**config.mk**
```make
export PLATFORM = sky130hd
export DESIGN_NAME = bitrev_sched
export DESIGN_NICKNAME = d
export VERILOG_FILES = /design/src/rtl/bitrev_pkg.sv /design/src/rtl/bitrev_rr_arbiter.sv /design/src/rtl/bitrev_sched.sv
export SDC_FILE = /design/constraint.sdc
export NUM_CORES = 1
export LEC_CHECK = 0
export ABC_CLOCK_PERIOD_IN_PS = 5500
export CORE_MARGIN = 5
export CORE_UTILIZATION = 45
export CTS_CLUSTER_DIAMETER = 100
export DETAILED_ROUTE_END_ITERATION = 6
export PLACE_DENSITY = 0.83
export SLEW_MARGIN = 40
export SYNTH_ARGS = -nofsm -noshare
export SYNTH_HDL_FRONTEND = slang
export SYNTH_SLANG_ARGS = --single-unit
```
**constraint.sdc**
```tcl
create_clock -name clk -period 5.5 [get_ports clk]
set_input_delay 1.1 -clock clk [delete_from_list [all_inputs] [get_ports clk]]
set_output_delay 1.1 -clock clk [all_outputs]
set_load 0.05 [all_outputs]
```
**src/rtl/bitrev_pkg.sv**
```systemverilog
// Shared types and constants for the bit-reversal scheduler.
// reverse() is the word-level golden function the shift engine must match.
package bitrev_pkg;

    localparam int MAX_DEF  = 8;
    localparam int NREQ_DEF = 4;

    typedef enum logic {
        IDLE  = 1'b0,
        SHIFT = 1'b1
    } state_e;

    // out[MAX-1-k] = din[k]
    function automatic logic [MAX_DEF-1:0] reverse(input logic [MAX_DEF-1:0] d);
        logic [MAX_DEF-1:0] r;
        r = '0;
        for (int k = 0; k < MAX_DEF; k++) begin
            r[MAX_DEF-1-k] = d[k];
        end
        return r;
    endfunction

endpackage : bitrev_pkg

```
**src/rtl/bitrev_rr_arbiter.sv**
```systemverilog
// Combinational round-robin winner search starting one past the last winner.
// The last winner is owned by the caller so it only advances on a real capture.
module bitrev_rr_arbiter
    import bitrev_pkg::*;
#(
    parameter  int NREQ = NREQ_DEF,
    localparam int IDW  = $clog2(NREQ)
) (
    input  logic [NREQ-1:0] req,
    input  logic [IDW-1:0]  last_id,
    output logic [IDW-1:0]  winner,
    output logic            any
);

    always_comb begin
        int         idx;
        logic       found;
        logic [IDW-1:0] idx_w;
        winner = '0;
        any    = |req;
        found  = 1'b0;
        idx    = 0;
        idx_w  = '0;
        // Offsets 1..NREQ visit every requester once, last winner last.
        for (int k = 1; k <= NREQ; k++) begin
            idx   = (int'(last_id) + k) % NREQ;
            idx_w = IDW'(idx);
            if (!found && req[idx_w]) begin
                winner = idx_w;
                found  = 1'b1;
            end
        end
    end

endmodule : bitrev_rr_arbiter

```
**src/rtl/bitrev_sched.sv**
```systemverilog
// Round-robin scheduler sharing one serial bit-reversal engine between NREQ
// requesters; one result bit is produced per clock.
module bitrev_sched
    import bitrev_pkg::*;
#(
    parameter  int MAX  = MAX_DEF,
    parameter  int NREQ = NREQ_DEF,
    localparam int IDW  = $clog2(NREQ),
    localparam int CW   = $clog2(MAX)
) (
    input  logic              clk,
    input  logic              reset_n,
    input  logic [NREQ-1:0]   req,
    input  logic [NREQ*MAX-1:0] din,
    output logic [NREQ-1:0]   gnt,
    output logic              busy,
    output logic [MAX-1:0]    dout,
    output logic [IDW-1:0]    dout_id,
    output logic              dout_valid,
    output state_e            state_dbg
);

    // Handshake: a requester raises req with din stable and holds both until it
    // sees its one-cycle gnt bit; din is sampled on the edge that raises gnt.
    // Results are announced by a one-cycle dout_valid; there is no back-pressure.

    state_e               state_q, state_d;
    logic [MAX-1:0]       src_q, src_d;
    logic [MAX-2:0]       acc_q, acc_d;
    logic [CW-1:0]        cnt_q, cnt_d;
    logic [IDW-1:0]       last_id_q, last_id_d;
    logic [IDW-1:0]       cur_id_q, cur_id_d;
    logic [NREQ-1:0]      gnt_q, gnt_d;
    logic [MAX-1:0]       dout_q, dout_d;
    logic [IDW-1:0]       dout_id_q, dout_id_d;
    logic                 dout_valid_q, dout_valid_d;

    logic [IDW-1:0]       arb_winner;
    logic                 arb_any;
    logic [MAX-1:0]       din_arr [NREQ];
    logic [MAX-1:0]       shifted;

    bitrev_rr_arbiter #(
        .NREQ (NREQ)
    ) u_arb (
        .req     (req),
        .last_id (last_id_q),
        .winner  (arb_winner),
        .any     (arb_any)
    );

    always_comb begin
        for (int i = 0; i < NREQ; i++) begin
            din_arr[i] = din[i*MAX +: MAX];
        end
    end

    // The accumulator only needs MAX-1 bits; the final shift lands straight in dout.
    assign shifted = {acc_q, src_q[0]};

    always_comb begin
        state_d      = state_q;
        src_d        = src_q;
        acc_d        = acc_q;
        cnt_d        = cnt_q;
        last_id_d    = last_id_q;
        cur_id_d     = cur_id_q;
        gnt_d        = '0;
        dout_d       = dout_q;
        dout_id_d    = dout_id_q;
        dout_valid_d = 1'b0;

        case (state_q)
            IDLE: begin
                if (arb_any) begin
                    state_d           = SHIFT;
                    src_d             = din_arr[arb_winner];
                    acc_d             = '0;
                    cnt_d             = '0;
                    last_id_d         = arb_winner;
                    cur_id_d          = arb_winner;
                    gnt_d[arb_winner] = 1'b1;
                end
            end
            SHIFT: begin
                acc_d = shifted[MAX-2:0];
                src_d = src_q >> 1;
                if (cnt_q == CW'(MAX-1)) begin
                    state_d      = IDLE;
                    dout_d       = shifted;
                    dout_id_d    = cur_id_q;
                    dout_valid_d = 1'b1;
                end else begin
                    cnt_d = cnt_q + 1'b1;
                end
            end
            default: begin
                state_d = IDLE;
            end
        endcase
    end

    always_ff @(posedge clk or negedge reset_n) begin
        if (!reset_n) begin
            state_q      <= IDLE;
            src_q        <= '0;
            acc_q        <= '0;
            cnt_q        <= '0;
            last_id_q    <= IDW'(NREQ-1);
            cur_id_q     <= '0;
            gnt_q        <= '0;
            dout_q       <= '0;
            dout_id_q    <= '0;
            dout_valid_q <= 1'b0;
        end else begin
            state_q      <= state_d;
            src_q        <= src_d;
            acc_q        <= acc_d;
            cnt_q        <= cnt_d;
            last_id_q    <= last_id_d;
            cur_id_q     <= cur_id_d;
            gnt_q        <= gnt_d;
            dout_q       <= dout_d;
            dout_id_q    <= dout_id_d;
            dout_valid_q <= dout_valid_d;
        end
    end

    assign gnt        = gnt_q;
    assign busy       = (state_q != IDLE);
    assign dout       = dout_q;
    assign dout_id    = dout_id_q;
    assign dout_valid = dout_valid_q;
    assign state_dbg  = state_q;

endmodule : bitrev_sched

```
==> out/metrics.yaml <==
setup_path:
  cp_slowest_cell: "clkdlybuf4s50_1"
  crit_fanout: 25
  cp_cell_sequence: "clkdlybuf4s50_1"
  start_kind: "flop"
  cp_top_family: "buffers and inverters"
  cp-end-kind: "output pin"
  cpPeakStageDelay_ns: 0.95
  critPathRequiredTime_ns: 4.40
  path_class: "flop to output pin"
  cp.arrival_ns: 2.11
  path_buf_inv: 1
synthesis:
  ys_ff_latch: 38
  synthXorXnorAreaFrac_pct: 0.505
  syn_avg_cell_area_sq_um: 12.7
  syn_area_sq_um: 1740
  ys_types: 29
  synthAdderAreaFrac_pct: 1.44
  yosysWarnings: 0
  muxShareOfSynthArea_pct: 17.0
  synth_compound_area_share_pct: 16.2
  syn_inst: 137
  yosysSeqAreaShare_pct: 54.9
  synth_top_family_by_area: "multiplexers"
  synthSimpleGateAreaFrac_pct: 5.91
  synth_fp_nets: 177
cts:
  clk_pin_slew_worst_paths_ns: 0.07
  clk_latency_ns: 0.29
  cts_buffers: 5
  root_buffer: "clkbuf_8"
  postCtsHoldBufs: 0
  cts.sinks: 38
  tritoncts: "done"
  clock_path_buffers: 2
  cts_resized: 0
  cts_setup_buffers: 0
  htreeDepth: 2
run:
  maxCapViolCount: 0
global_route:
  grt_pass1_wl_microns: 6510
  grt_pass1_vias: 1375
  antenna_found_initial: 0
  grt_usage_pct: 15.8
  grt_start_max_net_pins: 39
  grt_overflow: 0
timing:
  setup_tns_ns: 0
  rsz0062_at_grt: "false"
  finalSetupViolCount: 0
  slew_viol_final: 0
  slew_headroom_pct: 46.9
  min_period_ns: 3.21
  fin_skew_ns: 0.00627
  max_freq_ghz: 0.312
  hold_slack_ns: 0.508
  tightest_slew_ns: 0.797
  hold_viol: 0
  layout_worst_path_cycle_share_pct: 58.3
die:
  rows: 22
  die_w_microns: 72.1
  ioPinCount: 55
  die_h_microns: 72.1
  start_util_pct: 47.0
  die_area_sq_um: 5200
  core_sq_um: 3690
min_path:
  min_path_type: "flop to flop"
routing:
  drt_wl_total_microns: 3770
  postRouteAntennaNets: 0
  via_per_inst: 5.58
  num_vias: 1338
  drt-initial-drc-count: 54
  drtPass1Iterations: 4
  post-route-drc-count: 0
  wl_per_cell_microns: 15.7
outcome:
  outcome: "finished clean"
layout:
  antennaDiodeCount: 0
  drive_gt1_share_pct: 15.1
  fin_nets: 231
  area_delta_synth_final_pct: 40.4
place:
  portBuffers: 54
  hpwlAfterDp_microns: 2840
  gp_congestion: 0.799
power_and_ir_drop:
  peakVddDrop_v: 0.000388
  powerDensity_nw_per_um2: 550
  p_leak_nw: 1.11
final timing paths:
kind | endpoint | cells after the start | from | slack, ns
setup / recovery | state_dbg | 1 | busy | 2.29
hold / removal | acc_q[6] | 1 | acc_q[6] | 0.51
setup reg to reg | src_q[6] | 6 | last_id_q[0] | 3.55
hold reg to reg | acc_q[6] | 1 | acc_q[6] | 0.51
max in group asynchronous | last_id_q[1] | 1 | reset_n | 4.37
min in group asynchronous | dout[0] | 1 | reset_n | 0.76
report_power, final:
group | switching (mW) | internal, mW
Combinational | 0.302 | 0.264
Clock | 0.0955 | 0.193
Sequential | 0.0890 | 0.395
Total | 0.487 | 0.853
metal layers:
metal	share of wire (%)	wire length (microns)	vias to the layer above	track usage (%)
met4	1.3	50	0	5.85
met1	44	1680	677	19.9
li1	-	-	611	-
met3	6.6	249	6	5.40
met5	0	0	-	0
met2	48	1790	44	25.3
kinds of logic (layout without fill, tap and decap cells):
family,Yosys count,after routing
adder cells (fa/ha/maj),2,2
buffers and inverters,12,67
XOR/XNOR,1,1
AO/OA/AOI/OAI,35,35
multiplexers,28,28
flip-flops,38,38
AND/OR/NAND/NOR,21,21
registers in the layout, summed over array words and instances (netlist names):
signal	flops
dout	8
src_q	8
acc_q	7
gnt	4
cnt_q	3
cur_id_q	2
dout_id	2
last_id_q	2
busy	1
dout_valid	1
Yosys cell counts (all sizes together):
library cell,count,area (sq um)
or2,1,6.26
inv,3,11.3
dfrtp,36,901
nor4,1,6.26
nand2b,2,12.5
nand2,5,18.8
nor2,9,33.8
a21o,1,7.51
mux2i,16,160
o221ai,8,70.1
nor3,1,5.00
mux2,12,135
a22o,10,87.6
o21bai,1,7.51
clkbuf,4,15.0
nor2b,2,20.0
dfstp,2,52.6
a22oi,7,52.6
buf,5,42.5
xnor2,1,8.76
a211oi,1,20.0
o22ai,1,6.26
ha,2,25.0
o21ai,3,15.0
a21oi,3,15.0
metrics by stage:
step                      worst slack (ns)  area (sq um)  utilization [%]  power, mW  instances
after floorplan                       3.19          1740                -      0.888        137
after global placement                1.96          2270             61.6       1.03        230
after detailed placement              2.21          2290             62.1       1.06        232
after CTS                             2.28          2430             66.0       1.35        240
after global routing                  2.19          2440             66.0       1.41        240
final                                 2.29          2440             66.0       1.34        240
layout by cell type (no fill, tap or decap):
cell             Yosys  routed
dfstp_2              2       2
mux2i_1             16      16
a21oi_1              3       3
nor3_1               1       1
o221ai_1             8       8
mux2_2              12      12
inv_2                1       1
nor2b_2              0       1
a21o_1               1       1
xnor2_1              1       1
o22ai_1              1       1
or2_1                1       1
dfrtp_1             36      36
clkbuf_8             0       6
nand2b_1             2       2
bufinv_16            0       2
a211oi_4             1       1
clkdlybuf4s50_1      0      53
o21bai_1             1       1
a22oi_1              7       7
nor4_1               1       1
buf_4                2       3
a22o_1              10      10
nor2_1               9       9
nand2_1              5       5
nor2b_4              1       1
inv_1                2       2
ha_1                 2       2
o21ai_0              3       3
cell type report:
type	instances	area (sq um)
Fill cell	288	1250
Sequential cell	38	953
Multi-Input combinational cell	87	716
Timing Repair Buffer	56	553
Clock buffer	6	82.6
Clock inverter	2	60.1
Tap cell	48	60.1
Inverter	3	11.3
(Power assumes the default switching activity.)
